**config.mk**
```make
export PLATFORM = sky130hd
export DESIGN_NAME = alarm_siren_ctrl_flat
export DESIGN_NICKNAME = d
export VERILOG_FILES = /design/src/rtl/alarm_siren_ctrl_pkg.sv /design/src/rtl/alarm_siren_ctrl_if.sv /design/src/rtl/alarm_siren_ctrl_siren_tone_gen.sv /design/src/rtl/alarm_siren_ctrl.sv /design/src/flat_wrapper.sv
export SDC_FILE = /design/constraint.sdc
export NUM_CORES = 1
export LEC_CHECK = 0
export ABC_AREA = 1
export BUFFER_PORTS_ARGS = -buffer_cell sky130_fd_sc_hd__buf_2
export CAP_MARGIN = 20
export CORE_UTILIZATION = 63
export DETAILED_ROUTE_END_ITERATION = 10
export PLACE_DENSITY = 0.86
export SYNTH_ARGS = -nofsm -noshare
export SYNTH_HDL_FRONTEND = slang
export SYNTH_SLANG_ARGS = --single-unit
```
**constraint.sdc**
```tcl
create_clock -name clk -period 2.4 [get_ports clk]
set_clock_uncertainty 0.05 [all_clocks]
set_input_delay 0.72 -clock clk [delete_from_list [all_inputs] [get_ports clk]]
set_output_delay 0.72 -clock clk [all_outputs]
set_load 0.01 [all_outputs]
```
**src/rtl/alarm_siren_ctrl_pkg.sv**
```systemverilog
// Shared encodings for the siren controller: upstream alarm FSM states,
// siren state enum and a counter-width helper.
package alarm_pkg;

  // Upstream alarm FSM state encodings
  localparam logic [1:0] FSM_OFF       = 2'b00;
  localparam logic [1:0] FSM_ARMED     = 2'b01;
  localparam logic [1:0] FSM_TRIGGERED = 2'b10;
  localparam logic [1:0] FSM_ALARM_ON  = 2'b11;

  typedef enum logic [1:0] {
    SIREN_IDLE    = 2'd0,
    SIREN_SOUND   = 2'd1,
    SIREN_HOLDOFF = 2'd2,
    SIREN_MUTED   = 2'd3
  } siren_state_e;

  // Width of a counter that runs 0..p-1, never narrower than one bit
  function automatic int unsigned cnt_width(input int unsigned p);
    return (p > 1) ? $clog2(p) : 1;
  endfunction

endpackage

```
**src/rtl/alarm_siren_ctrl_if.sv**
```systemverilog
// Request/indicator bundle between the alarm FSM side and the siren controller.
interface alarm_siren_ctrl_if;
  logic       alarm;
  logic [1:0] state;
  logic       silence;
  logic       siren;
  logic       strobe;
  logic       active;
  logic       muted;
  logic [1:0] resound_cnt;

  modport master (
    output alarm, state, silence,
    input  siren, strobe, active, muted, resound_cnt
  );

  modport slave (
    input  alarm, state, silence,
    output siren, strobe, active, muted, resound_cnt
  );
endinterface

```
**src/rtl/alarm_siren_ctrl_siren_tone_gen.sv**
```systemverilog
// Two-tone warbling square-wave generator. clr restarts on the HI tone with
// siren equal to en; a divisor change only takes effect at a tone wrap.
module siren_tone_gen
  import alarm_pkg::*;
#(
  parameter int unsigned TONE_HI_DIV = 4,
  parameter int unsigned TONE_LO_DIV = 6,
  parameter int unsigned WARBLE_LEN  = 32
) (
  input  logic clk,
  input  logic rst,
  input  logic en,
  input  logic clr,
  output logic siren
);

  localparam int unsigned TONE_MAX = (TONE_HI_DIV > TONE_LO_DIV) ? TONE_HI_DIV : TONE_LO_DIV;
  localparam int unsigned TW       = cnt_width(TONE_MAX);
  localparam int unsigned WW       = cnt_width(WARBLE_LEN);

  logic [TW-1:0] tone_cnt;
  logic [WW-1:0] warble_cnt;
  logic          sel_hi;
  logic          cur_hi;
  logic [TW-1:0] half_m1;
  logic          tone_wrap;
  logic          warble_wrap;
  logic          sel_nxt;

  // Wrap detection and the tone select that a wrap in this cycle would adopt
  always_comb begin
    half_m1     = cur_hi ? TW'(TONE_HI_DIV - 1) : TW'(TONE_LO_DIV - 1);
    tone_wrap   = (tone_cnt == half_m1);
    warble_wrap = (warble_cnt == WW'(WARBLE_LEN - 1));
    sel_nxt     = warble_wrap ? ~sel_hi : sel_hi;
  end

  // Tone counter, warble counter and siren flop
  always_ff @(posedge clk) begin
    if (rst) begin
      tone_cnt   <= '0;
      warble_cnt <= '0;
      sel_hi     <= 1'b1;
      cur_hi     <= 1'b1;
      siren      <= 1'b0;
    end else if (clr) begin
      tone_cnt   <= '0;
      warble_cnt <= '0;
      sel_hi     <= 1'b1;
      cur_hi     <= 1'b1;
      siren      <= en;
    end else if (en) begin
      tone_cnt   <= tone_wrap ? '0 : tone_cnt + 1'b1;
      warble_cnt <= warble_wrap ? '0 : warble_cnt + 1'b1;
      sel_hi     <= sel_nxt;
      if (tone_wrap) begin
        siren  <= ~siren;
        cur_hi <= sel_nxt;
      end
    end
  end

endmodule

```
**src/rtl/alarm_siren_ctrl.sv**
```systemverilog
// Siren/strobe sequencer: sounds on alarm_on, auto-silences on timeout or
// acknowledge, re-sounds after a lockout a bounded number of times, then mutes.
module alarm_siren_ctrl
  import alarm_pkg::*;
#(
  parameter int unsigned TONE_HI_DIV = 4,
  parameter int unsigned TONE_LO_DIV = 6,
  parameter int unsigned WARBLE_LEN  = 32,
  parameter int unsigned STROBE_DIV  = 16,
  parameter int unsigned TIMEOUT     = 200,
  parameter int unsigned LOCKOUT     = 64,
  parameter int unsigned MAX_RESOUND = 3
) (
  input  logic               clk,
  input  logic               rst,
  alarm_siren_ctrl_if.slave  bus
);

  localparam int unsigned TOW = cnt_width(TIMEOUT);
  localparam int unsigned LKW = cnt_width(LOCKOUT);
  localparam int unsigned STW = cnt_width(STROBE_DIV);

  siren_state_e   st_q, st_d;
  logic [TOW-1:0] to_q, to_d;
  logic [LKW-1:0] lk_q, lk_d;
  logic [STW-1:0] sb_q, sb_d;
  logic           strobe_q, strobe_d;
  logic [1:0]     rs_q, rs_d;
  logic           active_q, active_d;
  logic           muted_q, muted_d;
  logic           trigger_c;
  logic           tone_en_c;
  logic           tone_clr_c;

  // Next state, counters and registered-output next values
  always_comb begin
    st_d       = st_q;
    to_d       = '0;
    lk_d       = '0;
    sb_d       = '0;
    strobe_d   = 1'b0;
    rs_d       = rs_q;
    trigger_c  = bus.alarm && (bus.state == FSM_ALARM_ON);

    case (st_q)
      SIREN_IDLE: begin
        if (trigger_c) st_d = SIREN_SOUND;
      end
      SIREN_SOUND: begin
        if (!trigger_c)                      st_d = SIREN_IDLE;
        else if (bus.silence)                st_d = SIREN_HOLDOFF;
        else if (to_q == TOW'(TIMEOUT - 1))  st_d = SIREN_HOLDOFF;
      end
      SIREN_HOLDOFF: begin
        if (!trigger_c) begin
          st_d = SIREN_IDLE;
        end else if (lk_q == LKW'(LOCKOUT - 1)) begin
          if (32'(rs_q) < MAX_RESOUND) begin
            st_d = SIREN_SOUND;
            rs_d = rs_q + 2'd1;
          end else begin
            st_d = SIREN_MUTED;
          end
        end
      end
      SIREN_MUTED: begin
        if (!trigger_c) st_d = SIREN_IDLE;
      end
      default: st_d = SIREN_IDLE;
    endcase

    if (st_d == SIREN_IDLE) rs_d = 2'd0;

    // Timeout and lockout counters restart on each entry to their state
    if (st_d == SIREN_SOUND && st_q == SIREN_SOUND)     to_d = to_q + 1'b1;
    if (st_d == SIREN_HOLDOFF && st_q == SIREN_HOLDOFF) lk_d = lk_q + 1'b1;

    // Strobe runs continuously outside IDLE, starting from 0 on the entry edge
    if (st_d != SIREN_IDLE && st_q != SIREN_IDLE) begin
      if (sb_q == STW'(STROBE_DIV - 1)) begin
        sb_d     = '0;
        strobe_d = ~strobe_q;
      end else begin
        sb_d     = sb_q + 1'b1;
        strobe_d = strobe_q;
      end
    end

    active_d   = (st_d == SIREN_SOUND);
    muted_d    = (st_d == SIREN_MUTED);
    tone_en_c  = (st_d == SIREN_SOUND);
    tone_clr_c = (st_d != SIREN_SOUND) || (st_q != SIREN_SOUND);
  end

  // State and counter registers
  always_ff @(posedge clk) begin
    if (rst) begin
      st_q     <= SIREN_IDLE;
      to_q     <= '0;
      lk_q     <= '0;
      sb_q     <= '0;
      strobe_q <= 1'b0;
      rs_q     <= 2'd0;
      active_q <= 1'b0;
      muted_q  <= 1'b0;
    end else begin
      st_q     <= st_d;
      to_q     <= to_d;
      lk_q     <= lk_d;
      sb_q     <= sb_d;
      strobe_q <= strobe_d;
      rs_q     <= rs_d;
      active_q <= active_d;
      muted_q  <= muted_d;
    end
  end

  siren_tone_gen #(
    .TONE_HI_DIV (TONE_HI_DIV),
    .TONE_LO_DIV (TONE_LO_DIV),
    .WARBLE_LEN  (WARBLE_LEN)
  ) u_tone (
    .clk   (clk),
    .rst   (rst),
    .en    (tone_en_c),
    .clr   (tone_clr_c),
    .siren (bus.siren)
  );

  assign bus.strobe      = strobe_q;
  assign bus.active      = active_q;
  assign bus.muted       = muted_q;
  assign bus.resound_cnt = rs_q;

endmodule

```
**src/flat_wrapper.sv**
```systemverilog
// flat-port wrapper written by rule: the top's interface ports become plain ports
module alarm_siren_ctrl_flat import alarm_pkg::*;
#(
  parameter int unsigned TONE_HI_DIV = 4,
  parameter int unsigned TONE_LO_DIV = 6,
  parameter int unsigned WARBLE_LEN  = 32,
  parameter int unsigned STROBE_DIV  = 16,
  parameter int unsigned TIMEOUT     = 200,
  parameter int unsigned LOCKOUT     = 64,
  parameter int unsigned MAX_RESOUND = 3
)
  (clk, rst, bus_alarm, bus_state, bus_silence, bus_siren, bus_strobe, bus_active, bus_muted, bus_resound_cnt);
  alarm_siren_ctrl_if bus_i ();
  input  logic clk;
  input  logic rst;
  input wire logic [$bits(bus_i.alarm)-1:0] bus_alarm;
  input wire logic [$bits(bus_i.state)-1:0] bus_state;
  input wire logic [$bits(bus_i.silence)-1:0] bus_silence;
  output wire logic [$bits(bus_i.siren)-1:0] bus_siren;
  output wire logic [$bits(bus_i.strobe)-1:0] bus_strobe;
  output wire logic [$bits(bus_i.active)-1:0] bus_active;
  output wire logic [$bits(bus_i.muted)-1:0] bus_muted;
  output wire logic [$bits(bus_i.resound_cnt)-1:0] bus_resound_cnt;
  assign bus_i.alarm = bus_alarm;
  assign bus_i.state = bus_state;
  assign bus_i.silence = bus_silence;
  assign bus_siren = bus_i.siren;
  assign bus_strobe = bus_i.strobe;
  assign bus_active = bus_i.active;
  assign bus_muted = bus_i.muted;
  assign bus_resound_cnt = bus_i.resound_cnt;
  alarm_siren_ctrl #(.TONE_HI_DIV(TONE_HI_DIV), .TONE_LO_DIV(TONE_LO_DIV), .WARBLE_LEN(WARBLE_LEN), .STROBE_DIV(STROBE_DIV), .TIMEOUT(TIMEOUT), .LOCKOUT(LOCKOUT), .MAX_RESOUND(MAX_RESOUND)) u_core (.clk(clk), .rst(rst), .bus(bus_i));
endmodule
```
==> results_dict.tcl <==
set metrics [dict create \
    drtIter0Drc 34 \
    power.density_cell_area_mw_per_mm2 572.8 \
    synth_cells 208 \
    final_common_cell "nand2_1" \
    finalPower_mw 1.036 \
    core_area_mm2 0.002477 \
    endpoint_kind "register" \
    maxCapViolations 0 \
    grt_overflow 0 \
    hold_violations 0 \
    synth_fp_nets 221 \
    cts_made_buffers 5 \
    rsz0062_at_grt "false" \
    dr_total_vias 1379 \
    yosysSeqAreaShare 0.4380 \
    antenna_cells 0 \
    num_io_pins 12 \
    fin_crit_sh 0.7320 \
    max_slew_margin 0.7657 \
    track_usage 0.2559 \
    tightest_slew_ns 0.3511 \
    ys_warn_count 0 \
    via_per_inst 5.387 \
    place_congestion 0.8576 \
    crit_path_max_fanout 10 \
    fin_nets 238 \
    grt_pass1_vias 1307 \
    cts_tree "built" \
    status "finished clean" \
    dp_hpwl_um 2267 \
    p_leak_nw 0.7432 \
    max-vdd-ir-drop_v 0.0004875 \
    whs_endpoint "u_core.to_q[0]$_SDFF_PP0_" \
    postCtsHoldBufs 0 \
    hold_class "reg2reg" \
    r2r_cells 10 \
    post_cts_buffers 0 \
    route.detailed.drc 0 \
    path_class "reg2reg" \
    chipHeight_um 53.11 \
    wl_per_cell_um 11.70 \
    cts-root-buf "clkbuf_4" \
    grt_antenna_before_repair 0 \
    grt_pass1_wl_um 5168 \
    clock_path_buffers 2 \
    die_area_mm2 0.002820 \
    ys_seq_elements 36 \
    whs_ns 0.4042 \
    insertion_delay_ns 0.34 \
    htreeDepth 2 \
    cts-resized-gates 0 \
    crit_required_ns 2.59 \
    drt-total-wl_um 2996 \
    rows 18 \
    min_from "u_core.to_q[0]$_SDFF_PP0_" \
    io_buffer_count 11 \
    synth.distinct_cells 29 \
    min_path_cells 1 \
    tns_ns 0 \
    die_w_um 53.11 \
    layout-drive-gt1-share 0.1637 \
    critPathLaunchType "register" \
    firstDrtPassIters 4 \
    period_minus_slack_ns 1.757 \
    cts_sinks 36 \
    max_freq_mhz 569.3 \
    area_growth_pct 9.962 \
    syn-mean-instance-area_um2 7.910 \
    worstPathArrival_ns 1.95 \
    reg2reg_from "u_core.lk_q[0]$_SDFF_PP0_" \
    netlist_area_mm2 0.001645 \
    final_cell_mix "nand2_1, dfxtp_1, nor2_1" \
    ant_nets 0 \
    reg2reg_slack_ns 0.64 \
    grt_max_degree 13 \
    utilization 0.7303 \
    cts.clk_slew.worst_paths_ns 0.11 \
    r2r_end "u_core.u_tone.warble_cnt[1]$_SDFFE_PP0P_" \
    setup_viol 0 \
    timing.final.max_slew_violations 0 \
    start_util 0.6641 \
]
-- cell families after synthesis --
kind of cell,after synthesis,synth area share
compound gates,15,0.05628
flops,36,0.4380
simple gates,109,0.3194
fa+ha+maj,7,0.05323
buf+inv,29,0.06920
xor+xnor,12,0.06388
-- Yosys cell counts, drive strengths merged --
library cell | instances | area share
o21ai | 2 | 0.0061
nor3 | 2 | 0.0091
a31oi | 1 | 0.0038
nand3 | 20 | 0.067
nand2 | 42 | 0.11
nor2 | 32 | 0.084
nor4 | 6 | 0.023
a21boi | 1 | 0.0046
a21oi | 10 | 0.037
nand3b | 1 | 0.0068
inv | 27 | 0.062
xor2 | 6 | 0.032
nand4 | 4 | 0.015
xnor2 | 6 | 0.032
ha | 7 | 0.053
dfxtp | 36 | 0.44
buf | 2 | 0.0076
or2 | 1 | 0.0038
o21a | 1 | 0.0046
nor3b | 1 | 0.0046
-- sequential cells by signal (all words and copies together), names as in the netlist --
name / count
u_core.sb_q: 4
u_core.st_q: 2
u_core.lk_q: 6
u_core.u_tone.warble_cnt: 5
u_core.u_tone.tone_cnt: 3
u_core.bus.strobe: 1
u_core.bus.resound_cnt: 2
u_core.u_tone.siren: 1
u_core.u_tone.sel_hi: 1
u_core.to_q: 8
u_core.bus.muted: 1
u_core.bus.active: 1
u_core.u_tone.cur_hi: 1
-- final cells by class --
type	instances	area, um^2
Inverter	27	101.3
Timing Repair Buffer	12	62.56
Sequential cell	36	720.7
Fill cell	202	668.1
Clock inverter	2	35.03
Tap cell	30	37.54
Multi-Input combinational cell	143	810.8
Clock buffer	6	41.29
-- worst max-delay path by stage --
stage                                   start                                        to  slack, ns
floorplan                           bus_alarm  u_core.u_tone.warble_cnt[1]$_SDFFE_PP0P_       0.61
global placement                    bus_alarm          u_core.u_tone.siren$_SDFFE_PP0P_       0.43
detailed placement                  bus_alarm          u_core.u_tone.siren$_SDFFE_PP0P_       0.34
CTS                 u_core.lk_q[0]$_SDFF_PP0_  u_core.u_tone.warble_cnt[4]$_SDFFE_PP0P_       0.65
global route        u_core.lk_q[0]$_SDFF_PP0_         u_core.u_tone.cur_hi$_SDFFE_PP1P_       0.49
finish              u_core.lk_q[0]$_SDFF_PP0_  u_core.u_tone.warble_cnt[1]$_SDFFE_PP0P_       0.64
-- report_power, final --
| group | leakage, nW | internal [mW] | switching (mW) |
|---|---|---|---|
| logic | 0.411 | 0.00915 | 0.0153 |
| registers | 0.290 | 0.599 | 0.000865 |
| clock network | 0.0422 | 0.218 | 0.194 |
-- worst max-delay path, cell delays in order, from the launching register on --
cell and delay, ns:
dfxtp_1 0.37, ha_1 0.22, nand2_2 0.08, nor2_4 0.13, nand3b_2 0.10, nand2_2 0.08
inv_2 0.05, a21oi_4 0.28, nand2_4 0.12, o21ai_1 0.13, inv_1 0.05
-- metal layers --
layer,vias up,part of all wire,GRT usage
li1,705,-,-
met1,647,0.43,0.2816
met2,18,0.52,0.4578
met3,9,0.037,0.08333
met4,0,0.013,0.08333
met5,-,0,0
-- metrics by stage --
step | setup WS, ns | instances | instance area, um^2
floorplan | 0.6148 | 208 | 1645
finish | 0.6433 | 256 | 1809
global route | 0.4929 | 256 | 1809
CTS | 0.6498 | 256 | 1809
detailed placement | 0.3436 | 248 | 1733
global placement | 0.4349 | 248 | 1733
Power figures use the tool's default switching activity.
